`config.mk`:
```
export PLATFORM = sky130hd
export DESIGN_NAME = segasys1_hs_sequencer
export DESIGN_NICKNAME = d
export VERILOG_FILES = /design/src/rtl/segasys1_hs_sequencer.sv
export SDC_FILE = /design/constraint.sdc
export NUM_CORES = 1
export LEC_CHECK = 0
export CAP_MARGIN = 40
export CORE_ASPECT_RATIO = 2
export CORE_MARGIN = 4
export CORE_UTILIZATION = 39
export DETAILED_ROUTE_END_ITERATION = 8
export PLACE_DENSITY = 0.88
export SYNTH_ARGS = -nofsm -noshare
export SYNTH_HDL_FRONTEND = slang
export SYNTH_SLANG_ARGS = --single-unit
```
`constraint.sdc`:
```
create_clock -name CLK48M -period 1.7 [get_ports CLK48M]
set_input_delay 0.17 -clock CLK48M [delete_from_list [all_inputs] [get_ports CLK48M]]
set_output_delay 0.17 -clock CLK48M [all_outputs]
set_load 0.02 [all_outputs]
```
`src/rtl/segasys1_hs_sequencer.sv`:
```
// Hiscore access sequencer: routes one byte request at a time to main work RAM or the video port.
// Define SEGASYS1_HS_VBLK_EN to also open the access window during vertical blank.
module segasys1_hs_sequencer #(
  parameter int unsigned RD_LAT = 2
) (
  input  logic        CLK48M,
  input  logic        RESET_N,
  input  logic        PAUSE_N,
  input  logic        VBLK,
  input  logic        REQ_VALID,
  output logic        REQ_READY,
  input  logic        REQ_WE,
  input  logic [15:0] REQ_AD,
  input  logic [7:0]  REQ_DI,
  output logic        RSP_VALID,
  output logic [7:0]  RSP_DO,
  output logic [15:0] MAIN_AD,
  output logic [7:0]  MAIN_DI,
  output logic        MAIN_WE,
  input  logic [7:0]  MAIN_DO,
  output logic [15:0] VID_AD,
  output logic [7:0]  VID_DI,
  output logic        VID_WE,
  input  logic [7:0]  VID_DO,
  output logic        BUSY
);

  typedef enum logic [2:0] {StIdle, StWaitWin, StIssue, StWaitRd, StResp} state_e;

  localparam logic [2:0] RdLat = 3'(RD_LAT);

  state_e      state_q, state_d;
  logic [2:0]  cnt_q, cnt_d;
  logic        we_q, sel_main_q;
  logic [15:0] ad_q;
  logic [7:0]  di_q, rsp_do_q;
  logic        win, accept, capture;

`ifdef SEGASYS1_HS_VBLK_EN
  assign win = ~PAUSE_N | VBLK;
`else
  logic unused_vblk;
  assign unused_vblk = VBLK;
  assign win = ~PAUSE_N;
`endif

  assign accept  = (state_q == StIdle) && REQ_VALID;
  assign capture = (state_q == StWaitRd) && (cnt_q == 3'd1);

  always_ff @(posedge CLK48M or negedge RESET_N) begin
    if (!RESET_N) begin
      state_q <= StIdle;
      cnt_q   <= 3'd0;
    end else begin
      state_q <= state_d;
      cnt_q   <= cnt_d;
    end
  end

  always_comb begin
    state_d = state_q;
    cnt_d   = cnt_q;
    unique case (state_q)
      StIdle:    if (REQ_VALID) state_d = StWaitWin;
      StWaitWin: if (win) state_d = StIssue;
      StIssue: begin
        if (we_q) begin
          state_d = StResp;
        end else begin
          state_d = StWaitRd;
          cnt_d   = RdLat;
        end
      end
      StWaitRd: begin
        if (cnt_q == 3'd1) state_d = StResp;
        else               cnt_d   = cnt_q - 3'd1;
      end
      StResp:    state_d = StIdle;
      default:   state_d = StIdle;
    endcase
  end

  always_comb begin
    REQ_READY = 1'b0;
    RSP_VALID = 1'b0;
    MAIN_WE   = 1'b0;
    VID_WE    = 1'b0;
    BUSY      = 1'b1;
    unique case (state_q)
      StIdle: begin
        REQ_READY = 1'b1;
        BUSY      = 1'b0;
      end
      StIssue: begin
        MAIN_WE = we_q & sel_main_q;
        VID_WE  = we_q & ~sel_main_q;
      end
      StResp:  RSP_VALID = 1'b1;
      default: ;
    endcase
  end

  // Request fields stay on the address/data buses until the next accept.
  always_ff @(posedge CLK48M or negedge RESET_N) begin
    if (!RESET_N) begin
      we_q       <= 1'b0;
      sel_main_q <= 1'b0;
      ad_q       <= 16'h0000;
      di_q       <= 8'h00;
    end else if (accept) begin
      we_q       <= REQ_WE;
      sel_main_q <= (REQ_AD[15:12] == 4'hC);
      ad_q       <= REQ_AD;
      di_q       <= REQ_DI;
    end
  end

  always_ff @(posedge CLK48M or negedge RESET_N) begin
    if (!RESET_N) begin
      rsp_do_q <= 8'h00;
    end else if (capture) begin
      rsp_do_q <= sel_main_q ? MAIN_DO : VID_DO;
    end
  end

  assign RSP_DO  = rsp_do_q;
  assign MAIN_AD = ad_q;
  assign MAIN_DI = di_q;
  assign VID_AD  = ad_q;
  assign VID_DI  = di_q;

endmodule

```
==> flow_metrics.tcl <==
set metrics [dict create \
    combinationalPowerShare_pct 60.3 \
    syn_area_um2 2010 \
    status "completed" \
    drcViolationCount 0 \
    cts_buffers 5 \
    ys_types 29 \
    htreeDepth 2 \
    tns_ps 0 \
    max_freq_mhz 628 \
    pin_count 107 \
    maxSlewViolCount 0 \
    routed-wl-met3_um 341 \
    hold_viol 0 \
    track_usage_pct 15.9 \
    final_core_util_pct 63.6 \
    crit_required_ps 1870 \
    cp-endpoint "MAIN_AD[6]" \
    timing.final.crit_share_pct 93.7 \
    p_switching_mw 2.48 \
    syn_to_final_growth_pct 55.7 \
    final.min_clock_period_ps 1590 \
    die_h_um 109 \
    firstDrtPassIters 4 \
    grt_pass1_vias 1730 \
    grt_max_degree 41 \
    antenna_cells 0 \
    reg2reg_depth 5 \
    intPower_mw 3.89 \
    start_util_pct 40.9 \
    peakVddDrop_mv 1.27 \
    critPathLaunch "state_q[1]" \
    drtIter0Drc 34 \
    fin_nets 302 \
    p_seq_share_pct 27.8 \
    antenna_found_initial 0 \
    drv_cap 0 \
    wl_met1_um 1770 \
    vias 1555 \
    worst_pin_slew_ps 520 \
    relSlewSlack_pct 65.3 \
    rows 36 \
    synthCells 161 \
    finalWeightedCongestion 0.730 \
    dr.max_layer_used "met4" \
    core_area_um2 4910 \
    cp_max_fo 8 \
    clock_path_buffers 2 \
    place_ws_ps 92.2 \
    cts_root_buf "clkbuf_8" \
    antenna_left 0 \
    die_w_um 58.7 \
    cts_tree "built" \
    dp_hpwl_um 3720 \
    synth-seq-area-share_pct 49.9 \
    end_kind "flop" \
    reg2reg_from "state_q[1]" \
    syn_nets 209 \
    clock_latency_ps 290 \
    power.clock.fraction_pct 11.9 \
    pwr_density_cell_nw_per_um2 2040 \
    clkTransAtPathRegs_ps 80 \
    crit_type "flop to flop" \
    startpoint_type "flop" \
    syn_avg_cell_area_um2 12.5 \
    cp_data_arrival_time_ps 1770 \
    grt_pass1_wl_um 7890 \
    clock-skew-final_ps 3.83 \
    rsz0062_at_grt "false" \
    numPortBuffers 105 \
    synth_warnings 0 \
    setup_violations 0 \
    via_per_inst 4.98 \
    swShare_pct 39.0 \
    hp-class "input port to async pin" \
    overflow 0 \
    wl_per_cell_um 15.5 \
    synth-seq-cells 40 \
    dieArea_um2 6420 \
    route.met2.wl_um 2640 \
    wirelength_um 4830 \
    worstReg2RegEnd "MAIN_AD[6]" \
    cts_sinks 40 \
    fill_cells 402 \
    p_leak_nw 1.33 \
    setup_ws_ps 107 \
    postCtsSetupBuffers 0 \
    reg2reg_slack_ps 110 \
    drive_gt1_share_pct 18.4 \
]
[synth_stat cells]
library cell,instances,share of area [%]
a211o_1,1,0.44
a21oi_1,11,2.7
a31oi_1,8,2.5
and2_1,1,0.31
and3_1,2,0.62
and4b_1,1,0.50
buf_2,1,0.25
buf_4,24,9.0
buf_6,3,1.7
clkbuf_1,5,0.94
dfrtp_1,40,50
ha_1,2,1.2
inv_1,3,0.56
mux2_1,6,3.4
mux2_4,20,15
mux2i_1,8,4.0
nand2_1,5,0.94
nand2b_1,2,0.62
nand3_1,2,0.50
nor2_1,3,0.56
nor2b_1,3,0.94
nor3_1,1,0.25
nor3_2,1,0.50
nor3b_1,1,0.37
nor4_1,1,0.31
o211ai_1,2,0.75
o21ai_0,2,0.50
o31ai_1,1,0.37
or4_1,1,0.37
[flip-flops by register name, summed over array words and instances (netlist names)]
signal,cells
sel_main_q,1
MAIN_DI,8
state_q,3
cnt_q,3
we_q,1
RSP_DO,8
MAIN_AD,16
[layout by cell type (no fill, tap or decap), types with 2 or more instances in the layout]
cell type,instances
nand3_1,2
a21oi_1,11
o21ai_0,2
dfrtp_1,39
nand2_1,5
nor2b_2,3
clkbuf_8,5
nor2_1,3
inv_1,3
ha_1,2
clkdlybuf4s50_1,99
mux2_4,20
o211ai_1,2
and3_1,2
nand2b_1,2
dlygate4sd2_1,5
mux2i_1,8
mux2_1,6
a31oi_1,8
buf_4,12
[cell type report]
cell class | count | area, µm² | share of cell area (%)
Tap cell | 57 | 71.3 | 2.28
Sequential cell | 40 | 1000 | 32.1
Timing Repair Buffer | 119 | 1160 | 37.1
Clock buffer | 6 | 72.6 | 2.32
Clock inverter | 2 | 35.0 | 1.12
Inverter | 3 | 11.3 | 0.361
Multi-Input combinational cell | 85 | 771 | 24.7
[cells by family (layout without fill, tap and decap cells)]
kind of cell               after synthesis  count (layout)  synth area share (%)
adders and majority gates                2               2                  1.25
AOI/OAI and AO/OA                       25              25                  7.30
buffers and inverters                   36             130                  12.4
muxes                                   34              34                  22.3
and+or+nand+nor                         24              24                  6.80
DFF                                     40              40                  49.9
[how the worst min path moves through the flow]
stage	from	endpoint	slack, ps	cells past startpoint
2_1_floorplan	RESET_N	MAIN_AD[0]	-130	0
3_3_place_gp	RESET_N	MAIN_DI[1]	260	2
3_5_place_dp	RESET_N	MAIN_DI[1]	260	2
4_1_cts	REQ_DI[1]	MAIN_DI[1]	470	2
5_1_grt	REQ_DI[3]	MAIN_DI[3]	480	2
6_report	RESET_N	MAIN_DI[2]	470	3
[routing by layer]
layer | GRT usage, % | vias to the layer above
li1 | - | 725
met1 | 16.3 | 745
met2 | 29.8 | 76
met3 | 3.29 | 9
met4 | 6.97 | 0
met5 | 0 | -
[power groups by stage]
stage / registers [mW] / logic [mW] / clock network (mW)
3_5_place_dp: 1.78 / 3.90 / 0
2_1_floorplan: 2.19 / 2.00 / 0
4_1_cts: 1.77 / 3.88 / 0.788
6_report: 1.78 / 3.84 / 0.757
5_1_grt: 1.85 / 4.06 / 0.825
3_3_place_gp: 1.75 / 3.83 / 0
[per-stage QoR]
step | total power, mW | std cells | instance area (µm²) | hold WS [ps]
2_1_floorplan | 4.19 | 161 | 2010 | -126
3_3_place_gp | 5.58 | 303 | 3000 | 258
3_5_place_dp | 5.68 | 303 | 3000 | 261
4_1_cts | 6.44 | 312 | 3110 | 470
5_1_grt | 6.74 | 312 | 3120 | 476
6_report | 6.38 | 312 | 3120 | 470
[timing repair]
| item | in CTS | in global routing |
|---|---|---|
| hold endpoints to repair | 40 | 0 |
| hold buffers | 1 | 0 |
| endpoints found under the setup margin | 5 | 11 |
| gates resized for setup | 5 | 4 |
[worst max-delay path, stage by stage, from the launching register on]
cell and delay (ps):
dfrtp_1 380, buf_4 160, nor3_4 190, and2_2 220
buf_4 210, mux2_4 320
Power figures use the tool's default switching activity.
